`src/rtl/btn_pkg.sv`:
```
// ---------------------------------------------------------------------------
// btn_pkg
// Shared definitions for the button gesture logic: event codes delivered on
// evt_code, the gesture FSM state encoding, and a small constant helper used
// to size the millisecond counter.
// ---------------------------------------------------------------------------
package btn_pkg;

    // Event codes presented on evt_code
    localparam logic [1:0] EVT_SHORT  = 2'd0;
    localparam logic [1:0] EVT_DOUBLE = 2'd1;
    localparam logic [1:0] EVT_LONG   = 2'd2;
    localparam logic [1:0] EVT_REPEAT = 2'd3;

    // Gesture FSM state encoding
    localparam logic [2:0] ST_IDLE   = 3'd0;
    localparam logic [2:0] ST_PRESS1 = 3'd1;
    localparam logic [2:0] ST_WAIT2  = 3'd2;
    localparam logic [2:0] ST_PRESS2 = 3'd3;
    localparam logic [2:0] ST_LONG   = 3'd4;

    function automatic int max3(input int a, input int b, input int c);
        int m;
        m = (a > b) ? a : b;
        return (m > c) ? m : c;
    endfunction

endpackage

```
`src/rtl/button_event_ms_tick_gen.sv`:
```
// ---------------------------------------------------------------------------
// ms_tick_gen
// Free-running prescaler producing a one-cycle tick every CLK_FREQ_KHZ clock
// cycles (one tick per millisecond). Shared with the button debouncer.
//
// Ports
//   clk   in   clock
//   rst   in   asynchronous, active-high reset (counter restarts at 0)
//   tick  out  1 for one cycle when the counter wraps
// ---------------------------------------------------------------------------
module ms_tick_gen #(
    parameter int CLK_FREQ_KHZ = 95000
) (
    input  logic clk,
    input  logic rst,
    output logic tick
);

    localparam int            CW      = (CLK_FREQ_KHZ > 1) ? $clog2(CLK_FREQ_KHZ) : 1;
    localparam logic [CW-1:0] CNT_MAX = CW'(CLK_FREQ_KHZ - 1);

    logic [CW-1:0] cnt_q;
    logic [CW-1:0] cnt_d;

    assign tick = (cnt_q == CNT_MAX);

    always_comb begin
        cnt_d = tick ? '0 : cnt_q + CW'(1);
    end

    always_ff @(posedge clk or posedge rst) begin
        if (rst) begin
            cnt_q <= '0;
        end else begin
            cnt_q <= cnt_d;
        end
    end

endmodule

```
`src/rtl/button_event.sv`:
```
// ---------------------------------------------------------------------------
// button_event
// Turns a debounced, clk-synchronous button level into gesture events:
// SHORT, DOUBLE, LONG and auto-REPEAT while held. Events leave through a
// one-entry valid/ready output register; an event that arrives while the
// register is full and not being accepted is dropped and sets a sticky
// overflow flag.
//
// Ports
//   clk        in   clock
//   rst        in   asynchronous, active-high reset
//   btn_level  in   debounced button level, 1 = pressed
//   evt_valid  out  event present on evt_code
//   evt_code   out  0 SHORT, 1 DOUBLE, 2 LONG, 3 REPEAT
//   evt_ready  in   consumer accepts when evt_valid && evt_ready
//   overflow   out  sticky, an event was dropped (cleared by rst only)
//   held       out  1 while the FSM is in the LONG state
// ---------------------------------------------------------------------------
module button_event #(
    parameter int CLK_FREQ_KHZ = 95000,
    parameter int LONG_MS      = 1000,
    parameter int DCLICK_MS    = 300,
    parameter int REPEAT_MS    = 200
) (
    input  logic       clk,
    input  logic       rst,
    input  logic       btn_level,
    output logic       evt_valid,
    output logic [1:0] evt_code,
    input  logic       evt_ready,
    output logic       overflow,
    output logic       held
);

    import btn_pkg::*;

    localparam int               MAX_MS  = max3(LONG_MS, DCLICK_MS, REPEAT_MS);
    localparam int               MS_W    = $clog2(MAX_MS + 1);
    localparam logic [MS_W-1:0]  MS_MAX  = MS_W'(MAX_MS);
    // A threshold of N ms is reached on the tick that takes ms_cnt from N-1
    // to N, so the decision lands on the tick edge itself. This keeps the
    // repeat period exactly REPEAT_MS ticks after each clear.
    localparam logic [MS_W-1:0]  LONG_M1 = MS_W'(LONG_MS - 1);
    localparam logic [MS_W-1:0]  DCLK_M1 = MS_W'(DCLICK_MS - 1);
    localparam logic [MS_W-1:0]  RPT_M1  = MS_W'(REPEAT_MS - 1);

    logic            tick;
    logic [2:0]      state_q, state_d;
    logic [MS_W-1:0] ms_cnt_q, ms_cnt_d;
    logic            evt_valid_q, evt_valid_d;
    logic [1:0]      evt_code_q, evt_code_d;
    logic            overflow_q, overflow_d;

    logic            long_hit, dclk_hit, rpt_hit;
    logic            new_evt;
    logic [1:0]      new_code;
    logic            rpt_clr;
    logic            accept;

    ms_tick_gen #(
        .CLK_FREQ_KHZ (CLK_FREQ_KHZ)
    ) u_tick (
        .clk  (clk),
        .rst  (rst),
        .tick (tick)
    );

    assign long_hit = tick && (ms_cnt_q == LONG_M1);
    assign dclk_hit = tick && (ms_cnt_q == DCLK_M1);
    assign rpt_hit  = tick && (ms_cnt_q == RPT_M1);

    // Gesture FSM. Every branch tests btn_level first so that a level change
    // wins over a threshold reached in the same cycle.
    always_comb begin
        state_d  = state_q;
        new_evt  = 1'b0;
        new_code = EVT_SHORT;
        rpt_clr  = 1'b0;
        case (state_q)
            ST_IDLE: begin
                if (btn_level) state_d = ST_PRESS1;
            end
            ST_PRESS1: begin
                if (!btn_level) begin
                    state_d = ST_WAIT2;
                end else if (long_hit) begin
                    state_d  = ST_LONG;
                    new_evt  = 1'b1;
                    new_code = EVT_LONG;
                end
            end
            ST_WAIT2: begin
                if (btn_level) begin
                    state_d = ST_PRESS2;
                end else if (dclk_hit) begin
                    state_d  = ST_IDLE;
                    new_evt  = 1'b1;
                    new_code = EVT_SHORT;
                end
            end
            ST_PRESS2: begin
                if (!btn_level) begin
                    state_d  = ST_IDLE;
                    new_evt  = 1'b1;
                    new_code = EVT_DOUBLE;
                end
            end
            ST_LONG: begin
                if (!btn_level) begin
                    state_d = ST_IDLE;
                end else if (rpt_hit) begin
                    new_evt  = 1'b1;
                    new_code = EVT_REPEAT;
                    rpt_clr  = 1'b1;
                end
            end
            default: state_d = ST_IDLE;
        endcase
    end

    // Millisecond counter: restarts on any state change or repeat, otherwise
    // counts ticks and saturates.
    always_comb begin
        ms_cnt_d = ms_cnt_q;
        if ((state_d != state_q) || rpt_clr) begin
            ms_cnt_d = '0;
        end else if (tick && (ms_cnt_q != MS_MAX)) begin
            ms_cnt_d = ms_cnt_q + MS_W'(1);
        end
    end

    // One-entry output register with drop-on-full and sticky overflow.
    assign accept = evt_valid_q && evt_ready;

    always_comb begin
        evt_valid_d = evt_valid_q;
        evt_code_d  = evt_code_q;
        overflow_d  = overflow_q;
        if (new_evt) begin
            if (!evt_valid_q || accept) begin
                evt_valid_d = 1'b1;
                evt_code_d  = new_code;
            end else begin
                overflow_d = 1'b1;
            end
        end else if (accept) begin
            evt_valid_d = 1'b0;
        end
    end

    always_ff @(posedge clk or posedge rst) begin
        if (rst) begin
            state_q     <= ST_IDLE;
            ms_cnt_q    <= '0;
            evt_valid_q <= 1'b0;
            evt_code_q  <= EVT_SHORT;
            overflow_q  <= 1'b0;
        end else begin
            state_q     <= state_d;
            ms_cnt_q    <= ms_cnt_d;
            evt_valid_q <= evt_valid_d;
            evt_code_q  <= evt_code_d;
            overflow_q  <= overflow_d;
        end
    end

    assign evt_valid = evt_valid_q;
    assign evt_code  = evt_code_q;
    assign overflow  = overflow_q;
    assign held      = (state_q == ST_LONG);

endmodule

```
`config.mk`:
```
export PLATFORM = sky130hd
export DESIGN_NAME = button_event
export DESIGN_NICKNAME = d
export VERILOG_FILES = /design/src/rtl/btn_pkg.sv /design/src/rtl/button_event_ms_tick_gen.sv /design/src/rtl/button_event.sv
export SDC_FILE = /design/constraint.sdc
export NUM_CORES = 1
export LEC_CHECK = 0
export BUFFER_PORTS_ARGS = -buffer_cell sky130_fd_sc_hd__buf_2
export CAP_MARGIN = 20
export CORE_MARGIN = 4
export CORE_UTILIZATION = 45
export DETAILED_ROUTE_END_ITERATION = 10
export SLEW_MARGIN = 10
export SYNTH_ARGS = -nofsm -noshare
export SYNTH_HDL_FRONTEND = slang
export SYNTH_HIERARCHICAL = 1
export SYNTH_SLANG_ARGS = --single-unit
export TNS_END_PERCENT = 5
```
`constraint.sdc`:
```
create_clock -name clk -period 5.4 [get_ports clk]
set_clock_uncertainty 0.1 [all_clocks]
set_input_delay 0.81 -clock clk [delete_from_list [all_inputs] [get_ports clk]]
set_output_delay 0.81 -clock clk [all_outputs]
set_load 0.01 [all_outputs]
```
; After elaboration in Yosys (flattened, before gate mapping)
; Cells that the tools add are included.
[word_totals]
inputBits = 4
mem_bits_ro = 0
latch_bits = 0
out_inout_bits = 5
reg_bits = 34
mem_bits_rw = 0
memories = 0
[classes]
mux = 28
shifts = 0
n_div = 0
bitwise_logic = 1
n_addsub = 2
n_eq_ne = 11
magnitude_cmp = 0
reduce_logical = 15
n_mul = 0
[ops]
columns = cell, n
row1 = 2-to-1 mux 10 bit, 2
row2 = 2-to-1 mux 3 bit, 6
row3 = adder 17 x 1 -> 17 bit (second input constant), 1
row4 = equality test 17 bit (second input constant), 1
row5 = 2-to-1 mux 17 bit, 1
row6 = 2-to-1 mux 1 bit, 12
row7 = one-hot mux 3 bit (4 select lines), 1
row8 = adder 10 x 1 -> 10 bit (second input constant), 1
row9 = equality test 10 bit (second input constant), 1
row10 = equality test 10 x 8 -> 1 bit (second input constant), 1
row11 = equality test 10 x 9 -> 1 bit (second input constant), 1
row12 = inequality test 10 bit (second input constant), 1
row13 = 2-to-1 mux 2 bit, 4
row14 = equality test 3 x 2 -> 1 bit (second input constant), 2
row15 = one-hot mux 2 bit (3 select lines), 1
row16 = AND reduction 2 bit, 3
row17 = logical AND 1 bit, 5
row18 = one-hot mux 1 bit (4 select lines), 1
row19 = nonzero test 2 bit, 2
row20 = equality test 3 x 1 -> 1 bit (second input constant), 1
row21 = equality test 3 bit (second input constant), 1
row22 = zero test 3 bit, 1
row23 = inequality test 3 bit, 1
row24 = logical OR 1 bit, 2
row25 = 4 further kinds, 4

; Logic depth before layout (Yosys ltp)
; Gate-level depths: netlist of run 1.
[depth]
depth_word = 8
depth_mapped = 11
mapped_depth_nobuf = 8

; Cells and area by module
; Netlist of run 1, hierarchy kept.
[by_module_without_submodules]
columns = mod, area_per_inst_um2, cells_per_inst, instances
row1 = button_event, 1014.7, 106, 1
row2 = ms_tick_gen, 829.5, 80, 1

; Worst setup path after synthesis of run 1
; No wires, ideal clock.
[synth_timing]
path_type = register to register
startpoint = register u_tick.cnt_q[6]
endpoint = register ms_cnt_q[0]
setup_time_ps = 153
required_time_ps = 5147
n_path_buf = 2
path_slack_ps = 2582
stages_incl_launch_ff = 10
arrival_ps = 2565
cell_sequence = dfrtp_1 > or4b_1 > nor3_1 > and4_1 > buf_6 > clkbuf_2 > nand4b_1 > or4_1 > nand2_2 > nor3_1
[synth_between]
elab_chain_len = 8
word_cells_on_any_way = 17
[synth_lines]
columns = item, line_no
row1 = start: declaration, button_event_ms_tick_gen.sv:22  ; logic [CW-1:0] cnt_q;
row2 = start signal: assignment, button_event_ms_tick_gen.sv:35  ; cnt_q <= cnt_d;
row3 = equality test 17 bit *, button_event_ms_tick_gen.sv:25  ; assign tick = (cnt_q == CNT_MAX);
row4 = net tick, button_event.sv:47  ; logic tick;
row5 = logical AND 1 bit (on tied branches), "button_event.sv:69, button_event.sv:68"
row6 = 2-to-1 mux 3 bit (on tied branches), "button_event.sv:95, button_event.sv:86"
row7 = 2-to-1 mux 3 bit (on tied branches), "button_event.sv:93, button_event.sv:84"
row8 = one-hot mux 3 bit (4 select lines), button_event.sv:79  ; case (state_q)
row9 = inequality test 3 bit, button_event.sv:125  ; if ((state_d != state_q) || rpt_clr) begin
row10 = logical OR 1 bit, button_event.sv:125
row11 = 2-to-1 mux 10 bit or nonzero test 2 bit (tied branches), --
row12 = end signal: assignment, button_event.sv:160  ; ms_cnt_q <= ms_cnt_d;
row13 = end: declaration, button_event.sv:49  ; logic [MS_W-1:0] ms_cnt_q, ms_cnt_d;
; The timed path passes the listed nets; every way through them passes the cells marked *.
; A chain may end at the register's enable or synchronous reset.

; Worst setup path in the final report of run 1
[layout_timing]
startpoint = register u_tick.cnt_q[6]
endpoint = register ms_cnt_q[8]
; Same word-level chain as after synthesis.

==> results of run 1 <==
[final timing paths]
check / cells past startpoint / slack, ns / start / endpoint
max: 7 / 2.02 / u_tick/cnt_q[6]$_DFF_PP0_ / ms_cnt_q[8]$_DFFE_PP0P_
min: 1 / 0.38 / evt_code[0]$_DFFE_PP0P_ / evt_code[0]$_DFFE_PP0P_
max reg2reg: 7 / 2.02 / u_tick/cnt_q[6]$_DFF_PP0_ / ms_cnt_q[8]$_DFFE_PP0P_
min reg2reg: 1 / 0.38 / evt_code[0]$_DFFE_PP0P_ / evt_code[0]$_DFFE_PP0P_
max in group asynchronous: 2 / 4.22 / rst / u_tick/cnt_q[12]$_DFF_PP0_
min in group asynchronous: 2 / 0.53 / rst / ms_cnt_q[4]$_DFFE_PP0P_
[cell usage in the layout, fill, tap and decap left out, types with 2 or more instances in the layout]
cell	instances
nand2_1	9
or3_1	2
nor3b_1	4
o21ai_0	6
and4bb_2	2
nor3_1	16
buf_2	8
nand4_1	10
inv_1	5
nor2_1	13
ha_1	3
nand2b_1	3
o21bai_1	2
or4_1	2
nand3_1	18
xor2_1	7
xnor2_1	13
nand4b_1	2
dfrtp_1	34
and4_1	3
nor4_1	4
and3_1	2
a21oi_1	3
clkbuf_8	6
[per-stage QoR]
step / setup WS, ns / utilization, % / cell area [sq um]
after CTS: 2.05 / 50.7 / 2010
after global routing: 1.87 / 50.7 / 2010
after floorplan: 2.58 / - / 1840
after global placement: 2.13 / 48.4 / 1920
final: 2.02 / 50.7 / 2010
after detailed placement: 2.07 / 48.4 / 1920
[cell usage after synthesis (all sizes together) (4+ instances only)]
master	count
nor3b	4
nor2	13
nor3	16
inv	5
nor4	4
nand4	10
xnor2	13
nand3	18
nand2	10
xor2	7
o21ai	6
dfrtp	34
[state kept, by name, summed over array words and instances, names as in the netlist]
signal	cells
u_tick/cnt_q	17
ms_cnt_q	10
state_q	3
evt_code	2
evt_valid	1
overflow	1
[area by class of cell]
| type | count | area [sq um] |
|---|---|---|
| timing repair buffer | 8 | 40.0 |
| inverter | 5 | 18.8 |
| tap | 50 | 62.6 |
| clock inverter | 1 | 5.00 |
| clock buffer | 7 | 86.3 |
| sequential | 34 | 851 |
| multi-input combinational | 143 | 950 |
| fill | 387 | 1960 |
[where the power goes]
group / switching, uW / internal (uW)
logic: 21.3 / 16.4
registers: 5.99 / 262
clock network: 90.1 / 103
total: 117 / 382
[metal layers]
metal	vias to the layer above	routed length, um	track usage, %
met5	-	0	0
li1	713	-	-
met1	716	1850	22.2
met2	13	1800	24.1
met4	0	42	4.80
met3	4	99	4.29
[logic make-up (layout without fill, tap and decap cells)]
family / after synthesis / count (layout) / share of synthesized area, %
AO/OA/AOI/OAI: 19 / 19 / 7.53
flip-flops: 34 / 34 / 46.1
adder cells (fa/ha/maj): 3 / 3 / 2.04
XOR/XNOR: 20 / 20 / 9.50
buffers and inverters: 9 / 21 / 2.37
AND/OR/NAND/NOR: 100 / 100 / 31.9
multiplexers: 1 / 1 / 0.543
[worst max-delay path, stage by stage, from the launching register on]
cell and delay [ns]:
dfrtp_1 0.44, or4b_1 0.54, nor3_1 0.14, and4_1 0.65
nand4b_1 0.34, or4_1 0.70, nand2_2 0.23, nor3_1 0.08
==> run metrics, run 1 <==
Reg clk slew, reported paths 0.07 ns; vias in the first global route 1385; Pre-antenna DRT Iters 4; crit share post-route 62.6%; IO Port Bufs 8; row cnt 23; Max Root-Sink Buffers 2; crit path capture type flip-flop; Vias per Instance 5.83; total of max-cap violations 0; Gate Count Post-Synth 186; Starting Density 46.4%; core area 3970 sq um; hold slack 0.384 ns; Post-DRT Antenna Nets 0; root buffer cell clkbuf_8; H-tree depth 2; Min-Delay Path Class reg -> reg; Vias 1446; synth unique cells 45; Yosys warnings 6; cts repair resizes 0; final hold vios 0; Tot Pwr 499 uW; final cell count without fillers 248; first-pass GRT wire length 6.50 mm; Slew Viols, Final 0; flops & latches, synth 34; total CTS buffers 5; Rel. slew slack 42.9%; Final min period 3.38 ns; Total Wirelength 3.80 mm; Max VDD drop 123 uV; Residual DRC 0; CP Class reg -> reg; post-synth top area share 46.1%; ant diodes 0; NumNets Final 204; setup TNS 0 ns; Post-synth top flop dfrtp_1; Critical Path RT 5.43 ns; clock sink count 34; endpoints failing setup 0; asr flop ratio synth 100%; worst slew pin tran 0.856 ns; Syn Std Cell Area 1840 sq um; power per cell area 248 nW/um^2; clk_lat worst skew 0.29 ns; total global routing overflow 0; initial antenna violation count 0; TritonCTS clock tree done; hold-fix buffers at CTS 0; Max Clock Freq 296 MHz; IO Pins 9; dpl hpwl 2.69 mm; Initial DRC Count 50; worst-path maximum fanout 18; largest net degree at the start of global routing 19; area leader, netlist dfrtp_1; Avg Inst Size Synth 9.92 sq um; RSZ-0062 raised after global routing no; layout cells sized above 1 11.6%; sequential element share of the synthesized area 46.1%; Startpoint Class flip-flop; DIE WIDTH 72.0 um; Area Overhead vs Synth 9.16%; largest cells by area after synthesis dfrtp_1 (46%), xnor2_1 (6.2%), nand3_1 (4.9%); routability cong. 0.809; outcome finished, final reports clean; Cells after DPL 240; number of flops mapped to enable cells by yosys 0; die height 72.0 um; Worst Path Arrival 3.41 ns; Lkg Pwr 0.000824 uW; number of buffers added for setup after CTS 0; total routing usage reported by global routing 15.8%; WL/cell 15.3 um; DIE AREA 5190 sq um; Post-Syn Nets 193
(Power assumes the default switching activity.)
==> run 2, diff against run 1 <==
clock period = 3.38 ns   (was 5.4 ns; I/O delays follow)
==> run metrics, run 2 (synthesis results as in run 1) <==
outcome finished, final reports clean (unchanged); Slew Viols, Final 0 (unchanged); IO Pins 9 (unchanged); Residual DRC 0 (unchanged); Min-Delay Path Class in -> async (was reg -> reg); IO Port Bufs 8 (unchanged); total CTS buffers 5 (unchanged); number of buffers added for setup after CTS 0 (unchanged); total of max-cap violations 0 (unchanged); fill count 379 (was 387); first-pass GRT wire length 6.58 mm (was 6.50 mm); ant diodes 0 (unchanged); NumNets Final 206 (was 204); crit share post-route 81.3% (was 62.6%); CP Class reg -> reg (unchanged); DIE AREA 5190 sq um (unchanged); core area 3970 sq um (unchanged); Vias per Instance 5.81 (was 5.83); worst slew pin tran 0.653 ns (was 0.856 ns); worst-path maximum fanout 10 (was 18); commonest non-fill, non-tap cells in the layout dfrtp_1 (34), nand3_1 (18), nor3_1 (16) (unchanged); Startpoint Class flip-flop (unchanged); root buffer cell clkbuf_8 (unchanged); Largest register FFs 17 (unchanged); met2 Use GR 24.7% (was 24.1%); Area Overhead vs Synth 11.0% (was 9.16%); pre-CTS WS 0.661 ns (was 2.07 ns); most common cell after layout, fill and taps aside dfrtp_1 (unchanged); Largest Register u_tick/cnt_q (unchanged); total global routing overflow 0 (unchanged); total routing usage reported by global routing 16.3% (was 15.8%); Max VDD drop 306 uV (was 123 uV); largest net degree at the start of global routing 18 (was 19); routability cong. 0.830 (was 0.809); Critical Path RT 3.44 ns (was 5.43 ns); layout cells sized above 1 13.0% (was 11.6%); Final min period 2.75 ns (was 3.38 ns); Worst Path Arrival 2.81 ns (was 3.41 ns); GRT Max-Usage Layer met2 (unchanged); Tot Pwr 837 uW (was 499 uW); GRT met1 Usage 22.8% (was 22.2%); cts repair resizes 0 (unchanged); Max Clock Freq 364 MHz (was 296 MHz); hold-fix buffers at CTS 0 (unchanged); Initial DRC Count 134 (was 50); Total Wirelength 3.81 mm (was 3.80 mm); crit path capture type flip-flop (unchanged); post-route setup slack 0.631 ns (was 2.02 ns); H-tree depth 2 (unchanged); Rel. slew slack 56.4% (was 42.9%); vias in the first global route 1390 (was 1385); clock sink count 34 (unchanged); Starting Density 46.4% (unchanged); final hold vios 0 (unchanged); dpl hpwl 2.71 mm (was 2.69 mm); Max Root-Sink Buffers 2 (unchanged); initial antenna violation count 0 (unchanged); power per cell area 409 nW/um^2 (was 248 nW/um^2); Vias 1452 (was 1446); clk_lat worst skew 0.28 ns (was 0.29 ns); Post-DRT Antenna Nets 0 (unchanged); largest registers u_tick/cnt_q (17), ms_cnt_q (10), state_q (3) (unchanged); setup TNS 0 ns (unchanged); DIE WIDTH 72.0 um (unchanged); RSZ-0062 raised after global routing no (unchanged); endpoints failing setup 0 (unchanged); row cnt 23 (unchanged); WL/cell 15.2 um (was 15.3 um); die height 72.0 um (unchanged); Reg clk slew, reported paths 0.07 ns (about the same); met3 Use GR 3.74% (was 4.29%); Lkg Pwr 0.000844 uW (was 0.000824 uW); Pre-antenna DRT Iters 4 (unchanged); TritonCTS clock tree done (unchanged)
## run 2: path summary, 6_finish.rpt
| kind | depth (start not counted) | endpoint | slack (ns) | startpoint |
|---|---|---|---|---|
| max in group asynchronous | 2 | u_tick/cnt_q[0]$_DFF_PP0_ | 2.54 | rst |
| worst max register to register | 7 | ms_cnt_q[1]$_DFFE_PP0P_ | 0.63 | u_tick/cnt_q[6]$_DFF_PP0_ |
| worst min-delay path | 2 | evt_code[1]$_DFFE_PP0P_ | 0.21 | rst |
| worst min register to register | 1 | overflow$_DFFE_PP0P_ | 0.37 | overflow$_DFFE_PP0P_ |
| worst max-delay path | 7 | ms_cnt_q[1]$_DFFE_PP0P_ | 0.63 | u_tick/cnt_q[6]$_DFF_PP0_ |
| min in group clk | 1 | overflow$_DFFE_PP0P_ | 0.37 | overflow$_DFFE_PP0P_ |
## run 2: metrics by stage
| step | hold WS, ns | instance area (sq um) | instances | util (%) |
|---|---|---|---|---|
| 6_report | 0.215 | 2050 | 250 | 51.5 |
| 5_1_grt | 0.281 | 2050 | 250 | 51.5 |
| 4_1_cts | 0.235 | 2050 | 250 | 51.5 |
| 3_5_place_dp | 0.357 | 1940 | 242 | 48.8 |
| 3_3_place_gp | 0.353 | 1940 | 242 | 48.8 |
| 2_1_floorplan | 0.333 | 1840 | 186 | - |
## run 2: layout make-up
type / instances / area, sq um / area share, %
timing repair buffer: 10 / 55.1 / 2.69
sequential: 34 / 851 / 41.6
inverter: 5 / 18.8 / 0.917
clock buffer: 8 / 110 / 5.38
tap: 50 / 62.6 / 3.06
multi-input combinational: 143 / 950 / 46.4
## run 2: critical path: stages (launching register included)
cell	delay, ns
dfrtp_1	0.45
or4b_1	0.52
nor3_1	0.14
and4_1	0.23
nand4b_1	0.21
or4_1	0.69
nand2_2	0.22
nor3_1	0.08
## run 2: where the power goes
group          switching, uW  internal (uW)
logic                   33.8           27.4
clock network            142            206
registers               9.81            419
total                    185            652
## run 2: routing by layer
metal	share of wire (%)	wire length, um
met5	0	0
met4	1.0	38
met3	3.7	141
met2	46	1750
met1	49	1870
==> run 3, diff against run 2 <==
ABC_AREA = 1   (was default)
clock period = 2.8 ns   (was 3.38 ns; I/O delays follow)
==> run metrics, run 3 <==
outcome finished, final reports clean (unchanged); Min-Delay Path Class in -> async (unchanged); Syn Std Cell Area 2050 sq um (was 1840 sq um); Gate Count Post-Synth 283 (was 186); IO Port Bufs 8 (unchanged); Startpoint Class flip-flop (unchanged); power per cell area 574 nW/um^2 (was 409 nW/um^2); Comb pwr share 22.4% (was 7.3%); worst slew pin tran 0.652 ns (was 0.653 ns); routability cong. 0.906 (was 0.830); clock network power share 34.7% (was 41.5%); CP cell instances ha_1, nand2_1, inv_1, nand2_1, nor2_1, nand2_1, inv_2, inv_1, nor3_2, nand4_1, nand2_1, nor2_1, nand2_1, inv_1, nand2_4, nor2_1 (was or4b_1, nor3_1, and4_1, nand4b_1, or4_1, nand2_2, nor3_1); Lkg Pwr 0.00112 uW (was 0.000844 uW); final hold vios 0 (unchanged); number of flops mapped to enable cells by yosys 0 (unchanged); initial antenna violation count 0 (unchanged); layout cells sized above 1 13.8% (was 13.0%); Residual DRC 0 (unchanged); design area 2260 sq um (was 2050 sq um); Slew Viols, Final 0 (unchanged); synth unique cells 25 (was 45); WL/cell 11.3 um (was 15.2 um); endpoints failing setup 0 (unchanged); top cells by count, synth nand2_1 (70), nor2_1 (57), inv_1 (40), dfrtp_1 (34), nand3_1 (18) (was dfrtp_1 (34), nand3_1 (18), nor3_1 (16), nor2_1 (13), xnor2_1 (13)); dpl hpwl 3.02 mm (was 2.71 mm); CP Class reg -> reg (unchanged); Total Wirelength 3.96 mm (was 3.81 mm); die height 75.6 um (was 72.0 um); Post-synth top flop dfrtp_1 (unchanged); total CTS buffers 5 (unchanged); Critical Path RT 2.88 ns (was 3.44 ns); Core Util, Final 51.6% (was 51.5%); total global routing overflow 0 (unchanged); crit share post-route 85.2% (was 81.3%); DIE AREA 5710 sq um (was 5190 sq um); Seq pwr share 42.9% (was 51.2%); Max Root-Sink Buffers 2 (unchanged); largest registers u_tick/cnt_q (17), ms_cnt_q (10), state_q (3) (unchanged); Post-Syn Nets 290 (was 193); hold slack 0.114 ns (was 0.215 ns); Starting Density 46.9% (was 46.4%); Post-DRT Antenna Nets 0 (unchanged); hold-fix buffers at CTS 0 (unchanged); Avg Inst Size Synth 7.26 sq um (was 9.92 sq um); Placed Area 2150 sq um (was 1940 sq um); Area Overhead vs Synth 10.1% (was 11.0%); count leader, synth nand2_1 (was dfrtp_1); worst-path maximum fanout 11 (was 10); DIE WIDTH 75.6 um (was 72.0 um); setup TNS 0 ns (unchanged); number of buffers added for setup after CTS 0 (unchanged); root buffer cell clkbuf_8 (unchanged); Rel. slew slack 56.5% (was 56.4%); Vias per Instance 4.83 (was 5.81); most common cell after layout, fill and taps aside nand2_1 (was dfrtp_1); ant diodes 0 (unchanged); Vias 1690 (was 1452); TritonCTS clock tree done (unchanged); asr flop ratio synth 100% (unchanged); core area 4380 sq um (was 3970 sq um); RSZ-0062 raised after global routing no (unchanged); Pre-antenna DRT Iters 4 (unchanged); pre-CTS WS 0.416 ns (was 0.661 ns); Largest register FFs 17 (unchanged); first-pass GRT wire length 6.98 mm (was 6.58 mm); Yosys warnings 6 (unchanged); commonest non-fill, non-tap cells in the layout nand2_1 (70), nor2_1 (57), inv_1 (40) (was dfrtp_1 (34), nand3_1 (18), nor3_1 (16)); total routing usage reported by global routing 16.3% (about the same); crit path capture type flip-flop (unchanged); IO Pins 9 (unchanged); clk_lat worst skew 0.29 ns (was 0.28 ns); row cnt 24 (was 23); internal power 885 uW (was 652 uW); flops & latches, synth 34 (unchanged); Initial DRC Count 104 (was 134); area leader, netlist dfrtp_1 (unchanged); NetSw 413 uW (was 185 uW); Largest Register u_tick/cnt_q (unchanged); largest net degree at the start of global routing 18 (unchanged); Max VDD drop 557 uV (was 306 uV); switching portion of total power 31.8% (was 22.1%); Max stage delay on crit path 0.40 ns (was 0.69 ns); H-tree depth 2 (unchanged); CP most frequent cell nand2_1 (was nor3_1); Final min period 2.38 ns (was 2.75 ns); Worst Path Arrival 2.47 ns (was 2.81 ns); vias in the first global route 1646 (was 1390); total of max-cap violations 0 (unchanged); post-route setup slack 0.415 ns (was 0.631 ns); largest cells by area after synthesis dfrtp_1 (41%), nand2_1 (13%), nor2_1 (10%) (was dfrtp_1 (46%), xnor2_1 (6.2%), nand3_1 (4.9%)); clock sink count 34 (unchanged); cts repair resizes 0 (unchanged); Reg clk slew, reported paths 0.07 ns (about the same); post-synth top area share 41.4% (was 46.1%); sequential element share of the synthesized area 41.4% (was 46.1%); Max Clock Freq 419 MHz (was 364 MHz); CP max stage cell dfrtp_1 (was or4_1); NumNets Final 304 (was 206)
==> run 3: cell types whose count changed after synthesis, sizes merged, moves of 4 or more <==
| cell | previous run | this run |
|---|---|---|
| nor2 | 13 | 63 |
| xor2 | 7 | 15 |
| inv | 5 | 46 |
| xnor2 | 13 | 1 |
| nor3 | 16 | 7 |
| nor4 | 4 | 0 |
| nor3b | 4 | 0 |
| nand2 | 10 | 76 |
==> run 3: worst paths after layout <==
kind                                           start                          to  slack [ns]  depth (start not counted)
hold reg to reg                 overflow$_DFFE_PP0P_        overflow$_DFFE_PP0P_        0.35                          1
hold / removal                                   rst        overflow$_DFFE_PP0P_        0.11                          2
min in group clk                           evt_ready       evt_valid$_DFFE_PP0P_        0.35                          4
setup / recovery           u_tick/cnt_q[0]$_DFF_PP0_     ms_cnt_q[6]$_DFFE_PP0P_        0.42                         16
setup reg to reg           u_tick/cnt_q[0]$_DFF_PP0_     ms_cnt_q[6]$_DFFE_PP0P_        0.42                         16
max in group asynchronous                        rst  u_tick/cnt_q[12]$_DFF_PP0_        2.06                          2
==> run 3: routing by layer <==
layer  global-route usage [%]  share of wire, %  vias up  wire [um]
li1                         -                 -      896          -
met1                     19.9                46      763       1840
met2                     27.8                49       24       1950
met3                     3.96               2.8        7        110
met4                     5.83               1.5        0         61
met5                        0                 0        -          0
==> run 3: logic make-up after synthesis <==
group                      after synthesis  share of synthesized area (%)
buffers and inverters                   47                           8.77
xor gates and xnor gates                16                           6.82
AOI/OAI and AO/OA                        9                           2.86
adders and majority gates                3                           1.83
and+or+nand+nor                        174                           38.3
DFF                                     34                           41.4
==> run 3: final cells by class <==
cell class / instances / area (sq um)
Multi-Input combinational cell: 202 / 1020
Tap cell: 52 / 65.1
Inverter: 46 / 173
Timing Repair Buffer: 8 / 40.0
Clock inverter: 2 / 37.5
Sequential cell: 34 / 851
Fill cell: 436 / 2120
Clock buffer: 6 / 72.6
==> run 3: worst max-delay path: cells and delay by family (launching register included) <==
kind	cells	cell delay, ns
adders and majority gates	1	0.23
and+or+nand+nor	11	1.13
DFF	1	0.40
buffers and inverters	4	0.44
==> run 3: stage by stage <==
step | power (uW) | cells
after floorplan | 792 | 283
after global placement | 867 | 342
after detailed placement | 858 | 342
after CTS | 1310 | 350
after global routing | 1380 | 350
final | 1300 | 350
==> run 3: power by group through the flow <==
stage               logic (uW)  clock network (uW)  registers [uW]
finish                     291                 450             556
global route               339                 484             559
CTS                        294                 461             556
detailed placement         293                   0             565
global placement           301                   0             566
floorplan                  221                   0             571
